===== config.mk =====
export PLATFORM = sky130hd
export DESIGN_NAME = mode_sequencer
export DESIGN_NICKNAME = d
export VERILOG_FILES = /design/src/rtl/mode_sequencer.sv
export SDC_FILE = /design/constraint.sdc
export NUM_CORES = 1
export LEC_CHECK = 0
export BUFFER_PORTS_ARGS = -buffer_cell sky130_fd_sc_hd__clkbuf_2
export CAP_MARGIN = 25
export CORE_MARGIN = 2
export CORE_UTILIZATION = 50
export DETAILED_ROUTE_END_ITERATION = 7
export PLACE_DENSITY_LB_ADDON = 0.25
export SLEW_MARGIN = 20
export SYNTH_ARGS = -nofsm -noshare
export SYNTH_HDL_FRONTEND = slang
export SYNTH_SLANG_ARGS = --single-unit

===== constraint.sdc =====
create_clock -name clk -period 1.9 [get_ports clk]
set_input_delay 0.285 -clock clk [delete_from_list [all_inputs] [get_ports clk]]
set_output_delay 0.285 -clock clk [all_outputs]
set_load 0.005 [all_outputs]

===== src/rtl/mode_sequencer.sv =====
// Run-mode controller: qualifies a stable mode request, drains the outgoing engine, then enables
// the new one. Define DRAIN_TIMEOUT_EN to bound the drain wait and report a sticky timeout_err.
module mode_sequencer #(
  parameter int unsigned NUM_MODES     = 4,
  parameter int unsigned STABLE_CYCLES = 4,
  parameter int unsigned DRAIN_TIMEOUT = 255,
  localparam int unsigned SEL_W = ($clog2(NUM_MODES) > 1) ? $clog2(NUM_MODES) : 1
) (
  input  logic                 clk,
  input  logic                 reset,
  input  logic [SEL_W-1:0]     sel,
  input  logic [NUM_MODES-1:0] engine_idle,
  output logic [SEL_W-1:0]     active,
  output logic [NUM_MODES-1:0] active_oh,
  output logic                 switching,
  output logic                 mode_changed,
  output logic                 timeout_err
);

  localparam int unsigned CNT_W = ($clog2(STABLE_CYCLES + 1) > 1) ? $clog2(STABLE_CYCLES + 1) : 1;
  localparam logic [NUM_MODES-1:0] OneHot0 = NUM_MODES'(1);

  typedef enum logic [1:0] {StRun, StQual, StDrain} state_e;

  state_e               r_state, w_state;
  logic [SEL_W-1:0]     r_cand, w_cand;
  logic [CNT_W-1:0]     r_cnt, w_cnt;
  logic [SEL_W-1:0]     r_active, w_active;
  logic [NUM_MODES-1:0] r_active_oh, w_active_oh;
  logic                 r_switching, w_switching;
  logic                 r_mode_changed, w_mode_changed;

  logic                 w_sel_valid;
  logic                 w_idle;
  logic                 w_commit;
  logic [CNT_W-1:0]     w_cnt_inc;
  logic [NUM_MODES-1:0] w_cand_oh;

  assign w_sel_valid = (32'(sel) < NUM_MODES);
  assign w_idle      = engine_idle[r_active];
  assign w_cnt_inc   = r_cnt + CNT_W'(1);
  assign w_cand_oh   = OneHot0 << r_cand;

`ifdef DRAIN_TIMEOUT_EN
  localparam int unsigned DCNT_W = ($clog2(DRAIN_TIMEOUT + 1) > 1) ? $clog2(DRAIN_TIMEOUT + 1) : 1;

  logic [DCNT_W-1:0] r_dcnt, w_dcnt;
  logic              r_timeout_err, w_timeout_err;
  logic              w_timeout_hit;

  // r_dcnt counts DRAIN cycles already spent, so the limit is hit on the last allowed cycle
  assign w_timeout_hit = (32'(r_dcnt) == DRAIN_TIMEOUT - 1);
  assign w_commit      = (r_state == StDrain) && (w_idle || w_timeout_hit);

  always_comb begin
    w_dcnt        = r_dcnt;
    w_timeout_err = r_timeout_err;
    if (r_state != StDrain) begin
      w_dcnt = '0;
    end else if (!w_commit) begin
      w_dcnt = r_dcnt + DCNT_W'(1);
    end
    // A same-edge idle wins over the timeout
    if (w_commit && !w_idle) begin
      w_timeout_err = 1'b1;
    end
  end

  always_ff @(posedge clk or posedge reset) begin
    if (reset) begin
      r_dcnt        <= '0;
      r_timeout_err <= 1'b0;
    end else begin
      r_dcnt        <= w_dcnt;
      r_timeout_err <= w_timeout_err;
    end
  end

  assign timeout_err = r_timeout_err;
`else
  logic w_unused_timeout;

  assign w_unused_timeout = ^(32'(DRAIN_TIMEOUT));
  assign w_commit         = (r_state == StDrain) && w_idle;
  assign timeout_err      = 1'b0;
`endif

  always_comb begin
    w_state        = r_state;
    w_cand         = r_cand;
    w_cnt          = r_cnt;
    w_active       = r_active;
    w_active_oh    = r_active_oh;
    w_mode_changed = 1'b0;

    unique case (r_state)
      StRun: begin
        if (w_sel_valid && (sel != r_active)) begin
          w_cand  = sel;
          w_cnt   = CNT_W'(1);
          w_state = (STABLE_CYCLES == 1) ? StDrain : StQual;
        end
      end
      StQual: begin
        if (sel == r_cand) begin
          w_cnt = w_cnt_inc;
          if (32'(w_cnt_inc) == STABLE_CYCLES) begin
            w_state = StDrain;
          end
        end else if (sel == r_active) begin
          w_state = StRun;
        end else if (w_sel_valid) begin
          w_cand = sel;
          w_cnt  = CNT_W'(1);
        end else begin
          w_state = StRun;
        end
      end
      StDrain: begin
        // sel is deliberately ignored here; the candidate is already committed
        if (w_commit) begin
          w_state        = StRun;
          w_active       = r_cand;
          w_active_oh    = w_cand_oh;
          w_mode_changed = 1'b1;
        end
      end
      default: begin
        w_state = StRun;
      end
    endcase

    if ((w_state == StDrain) && (r_state != StDrain)) begin
      w_active_oh = '0;
    end
    w_switching = (w_state != StRun);
  end

  always_ff @(posedge clk or posedge reset) begin
    if (reset) begin
      r_state        <= StRun;
      r_cand         <= '0;
      r_cnt          <= '0;
      r_active       <= '0;
      r_active_oh    <= OneHot0;
      r_switching    <= 1'b0;
      r_mode_changed <= 1'b0;
    end else begin
      r_state        <= w_state;
      r_cand         <= w_cand;
      r_cnt          <= w_cnt;
      r_active       <= w_active;
      r_active_oh    <= w_active_oh;
      r_switching    <= w_switching;
      r_mode_changed <= w_mode_changed;
    end
  end

  assign active       = r_active;
  assign active_oh    = r_active_oh;
  assign switching    = r_switching;
  assign mode_changed = r_mode_changed;

endmodule


Word-level counts from Yosys, hierarchy flattened:

Index checks and enable logic that the tools add are counted.
W data, S select, Z words.

* register bits: 15
* word-level logic and storage cells: 54
* output and inout bits: 9

* shifts and indexed selects: 1
* muxes and demuxes: 21
* $add $sub $neg: 1
* equal/unequal tests: 12
* reductions and logical operators: 11
* $lt $le $gt $ge: 1

Operators with widths (number)
* $mux W2: 8
* $mux W4: 3
* $mux W3: 3
* $ne A2 B2 Y1 const B: 4
* $reduce_bool A2 Y1: 4
* $pmux W2 S3: 1
* $pmux W3 S2: 1
* $eq A2 B2 Y1: 2
* $eq A2 B2 Y1 const B: 2
* $pmux W2 S2: 1
* $reduce_and A2 Y1: 2
* $reduce_and A4 Y1: 1
* $shl A1 B2 Y4 const A: 1
* $add A3 B1 Y3 const B: 1
* $eq A3 B3 Y1 const B: 1
* $lt A2 B3 Y1 const B: 1
* $mux W1: 3
* $ne A3 B3 Y1 const B: 1
* $reduce_and A3 Y1: 1
* $bmux W1 S2: 1
* $eq A2 B1 Y1 const B: 1
* $logic_and A1 B1 Y1: 2
* $logic_not A2 Y1: 1
* $ne A2 B2 Y1: 1

Longest topological paths before layout:

* depth in word-level cells: 9
* depth in mapped cells: 5
* gate-level depth less buffers: 5

Worst setup path before layout:

No wires, ideal clock.

* path kind: flip-flop to flip-flop
* from: register r_cand[0]
* to: register r_cnt[2]
* clock period less this slack: 1594 ps
* library setup time: 79 ps
* slack: 306 ps
* data arrival time: 1515 ps
* cell stages (with the launch flop): 5
* cell sequence: dfrtp_1 -> xor2_1 -> nor4b_2 -> mux2_1 -> mux2i_1

* word-level cells in the longest chain between the ends: 3

Ends and longest elaborated chain
* start: declaration: RTL line 26 `logic [SEL_W-1:0] r_cand, w_cand;`
* start signal: assignment: RTL line 150 `r_cand <= w_cand;`
* $eq A2 B2 Y1 (*): RTL line 105 `if (sel == r_cand) begin`
* $ne A3 B3 Y1 (no line) / $mux W3 (equally long branches)
* $reduce_and A3 Y1 (no line) / $pmux W3 S2 (equally long branches)
* end signal: assignment: RTL line 151 `r_cnt <= w_cnt;`
* end: declaration: RTL line 27 `logic [CNT_W-1:0] r_cnt, w_cnt;`

Mark *: on every way between the ends. The rest lies on a longest branch, timed or not.
A chain may end at the register's enable or synchronous reset.

Worst setup path after layout:

* from: register r_cnt[0]
* to: register r_active_oh[1] (netlist: active_oh[1])

* word-level cells in the longest chain between the ends: 9

Ends and longest elaborated chain
* $add A3 B1 Y3 (*): RTL line 41 `assign w_cnt_inc = r_cnt + CNT_W'(1);`
* $eq A3 B3 Y1 (*): RTL line 107 `if (32'(w_cnt_inc) == STABLE_CYCLES) begin`
* $mux W2 (*): RTL line 107
* $mux W2 (*): RTL line 105
* $pmux W2 S3 (*): RTL line 96 `unique case (r_state)`
* $eq A2 B2 Y1 (*): RTL line 133 `if ((w_state == StDrain) && (r_state != StDrain)) begin`
* $logic_and A1 B1 Y1 (*): RTL line 133
* $reduce_bool A2 Y1 (no line)
* $reduce_and A2 Y1 (no line)
* end signal: assignment: RTL line 145 `r_active_oh <= OneHot0;`
* end signal: assignment: RTL line 153 `r_active_oh <= w_active_oh;`
* end: declaration: RTL line 29 `logic [NUM_MODES-1:0] r_active_oh, w_active_oh;`

Marked as above.

==> results.md <==
- Wire per inst: between 10 and 15 um
- Clk sinks: 15
- Leading cell type in the layout, fill and taps excluded: clkbuf_2
- CTS H-Tree Depth: 1
- Pre-antenna DRT Iters: 4
- Rows: 13
- GR Util met3: under 10%
- Routed WL: 1280 um
- Clock Path Buffers: 2
- Yosys reg bits: 15
- Lkg Pwr: 0.390 nW
- Diode count: 0
- Register area share after synthesis: 50.5%
- CP cell instances: ha_1 -> xnor2_1 -> nor4_1 -> nor2b_1 -> o31ai_1
- Worst EP arrival: 1830 ps
- Average size of a mapped cell: 12.0 um^2
- Commonest non-fill, non-tap cells in the layout: clkbuf_2, dfrtp_1, mux2i_1, nor2_1
- GRT Max-Usage Layer: met2
- Die W: 42.6 um
- Cells after Synth: 62
- Dpl hpwl: 949 um
- CP required: 2060 ps
- Die height: 42.6 um
- Clock Latency Late Sink: 280 ps
- R2R depth: 5
- Min Tclk post-route: 1660 ps
- CTS resizes: 0
- Total CTS buffers: 3
- GRT Residual Overflow: 0
- Post CTS Setup Buffer Count: 0
- MaxCap Viol Count: 0
- Critical Path End Type: flip-flop
- Largest net degree at the start of global routing: 16
- M2 GR Usage: 24.2%
- Share of cells above drive strength 1: 30.9%
- Mapped Area: 746 um^2
- Vias: 547
- Crit Path Category: flip-flop to flip-flop
- Post-cts hold buffer count: 0
- Max VDD drop: approximately 0.00047 V
- Final worst path period share: just under 90%
- RSZ-0062 raised after global routing: false
- Nets: 92
- Synthesis warning total: 0
- Drc violations: 0
- Antenna-violating nets left: 0
- Setup Viol. Count Final: 0
- Worst-path clk slew: approximately 90 ps
- First-pass GRT wire length: 2240 um
- Status: finished clean
- Worst Tran Pin Value: 553 ps
- Fmax: 601 MHz
- Hold crit path type: primary input to async pin
- Worst R2R End: active_oh[1]$_DFFE_PP0P_
- Final Max Slew Viols: 0
- Flop2flop setup slack: 240 ps
- Startpoint types: flip-flop
- Unique masters post-synth: 28
- Final Hold Viols: 0
- Setup TNS: 0 ps
- DIE AREA: around 0.0018 mm^2
- Clock Tree Root: clkbuf_4
- Initial antenna violation count: 0
- Met1 GRT Util: 21.6%
- Synthesized Nets: between 70 and 80
- Pwr Density: about 910 mW/mm^2
- PortBufs: 15
- Crit-path max FO: 5
- Critical-path top delay cell: dfrtp_1
- Fill cell count: 122
- Via count of the first global-routing pass: 509
- Core area: 0.00135 mm^2
- Critical Path Source: r_cnt[0]$_DFFE_PP0P_
- CP Capture Point: active_oh[1]$_DFFE_PP0P_
- DR iter-0 viols: 5
- Hold Slack: ~15 ps
- Io pins: 17
- Initial Util: 55.2%
- Total GRT Usage: 16.1%
- FF-to-FF Start: r_cnt[0]$_DFFE_PP0P_
- Vias per Instance: 5.70
- Area Overhead vs Synth: 16.1%
- Worst Skew: 2.25 ps
- Relative slew slack: 63.1%
- Worst path max stage delay: 420 ps
- TritonCTS clock tree: done
- Routability cong.: 0.755
[cell usage after synthesis, drive strengths merged]
cell type / n / share of area [%]
a21oi: 3 / 2.0
nor4: 1 / 0.84
nor3b: 1 / 1.0
o221ai: 1 / 1.2
dfstp: 1 / 3.5
inv: 3 / 1.5
o22ai: 1 / 2.7
buf: 1 / 1.0
a22o: 1 / 1.2
conb: 1 / 0.50
ha: 2 / 3.4
nor4b: 1 / 2.0
dfrtp: 14 / 47
nor3: 1 / 0.67
mux2: 5 / 7.5
nand2: 2 / 1.0
or2: 1 / 0.84
nor2b: 1 / 0.84
nand3: 1 / 0.67
or3b: 1 / 1.5
o31ai: 2 / 2.0
xor2: 2 / 2.3
nand3b: 3 / 3.0
nand2b: 1 / 0.84
mux2i: 4 / 5.4
xnor2: 3 / 3.5
nor2: 4 / 2.0
[per-layer routing]
metal / share of wire, % / up-vias
li1: - / 256
met1: 46 / 272
met2: 46 / 15
met3: 5.3 / 4
met4: 2.4 / 0
met5: 0 / -
[worst max-delay path, delay by kind of cell (launching register included)]
family	cells	cell delay [ps]
AOI/OAI and AO/OA	1	100
xor gates and xnor gates	1	130
adders and majority gates	1	250
and+or+nand+nor	2	640
DFF	1	420
[through the flow]
stage               instances  instance area [um^2]  worst slack [ps]  total power, mW  util, %
global route               96                   866              50.7            0.830     64.1
global placement           92                   840               282            0.603     62.2
finish                     96                   866               236            0.785     64.1
detailed placement         92                   840               222            0.611     62.2
CTS                        96                   866               204            0.789     64.1
floorplan                  62                   746               306            0.542        -
[final cells by class]
cell class	count	area [um^2]	area share, %
multi-input combinational	43	350	40.5
clock buffer	4	26.3	3.03
tap	15	18.8	2.17
inverter	3	11.3	1.30
sequential	15	377	43.5
timing repair buffer	16	82.6	9.54
[worst min path at each step]
stage	from	endpoint	cells past startpoint
2_1_floorplan	reset	active[0]$_DFFE_PP0P_	1
3_3_place_gp	reset	active_oh[1]$_DFFE_PP0P_	2
5_1_grt	reset	switching$_DFF_PP0_	2
3_5_place_dp	reset	active_oh[2]$_DFFE_PP0P_	2
6_report	reset	r_state[1]$_DFF_PP0_	2
4_1_cts	reset	switching$_DFF_PP0_	2
[logic make-up (layout without fill, tap and decap cells)]
kind of cell	after synthesis	in the layout	share of synthesized area, %
mux	9	9	12.9
fa+ha+maj	2	2	3.36
buf+inv	4	23	2.52
compound gates	8	8	9.06
xor+xnor	5	5	5.87
other cells	1	1	0.503
simple gates	18	18	15.3
flops	15	15	50.5
[sequential cells by signal (all words and copies together), names as in the netlist]
name,count
r_state,2
r_cnt,3
active_oh,4
mode_changed,1
switching,1
r_cand,2
active,2
[report_power, final]
group          switching [mW]  internal, mW  leakage, nW
clock network           0.100        0.0815       0.0150
logic                  0.0849         0.100        0.188
registers              0.0495         0.369        0.187
Power figures use the tool's default switching activity.
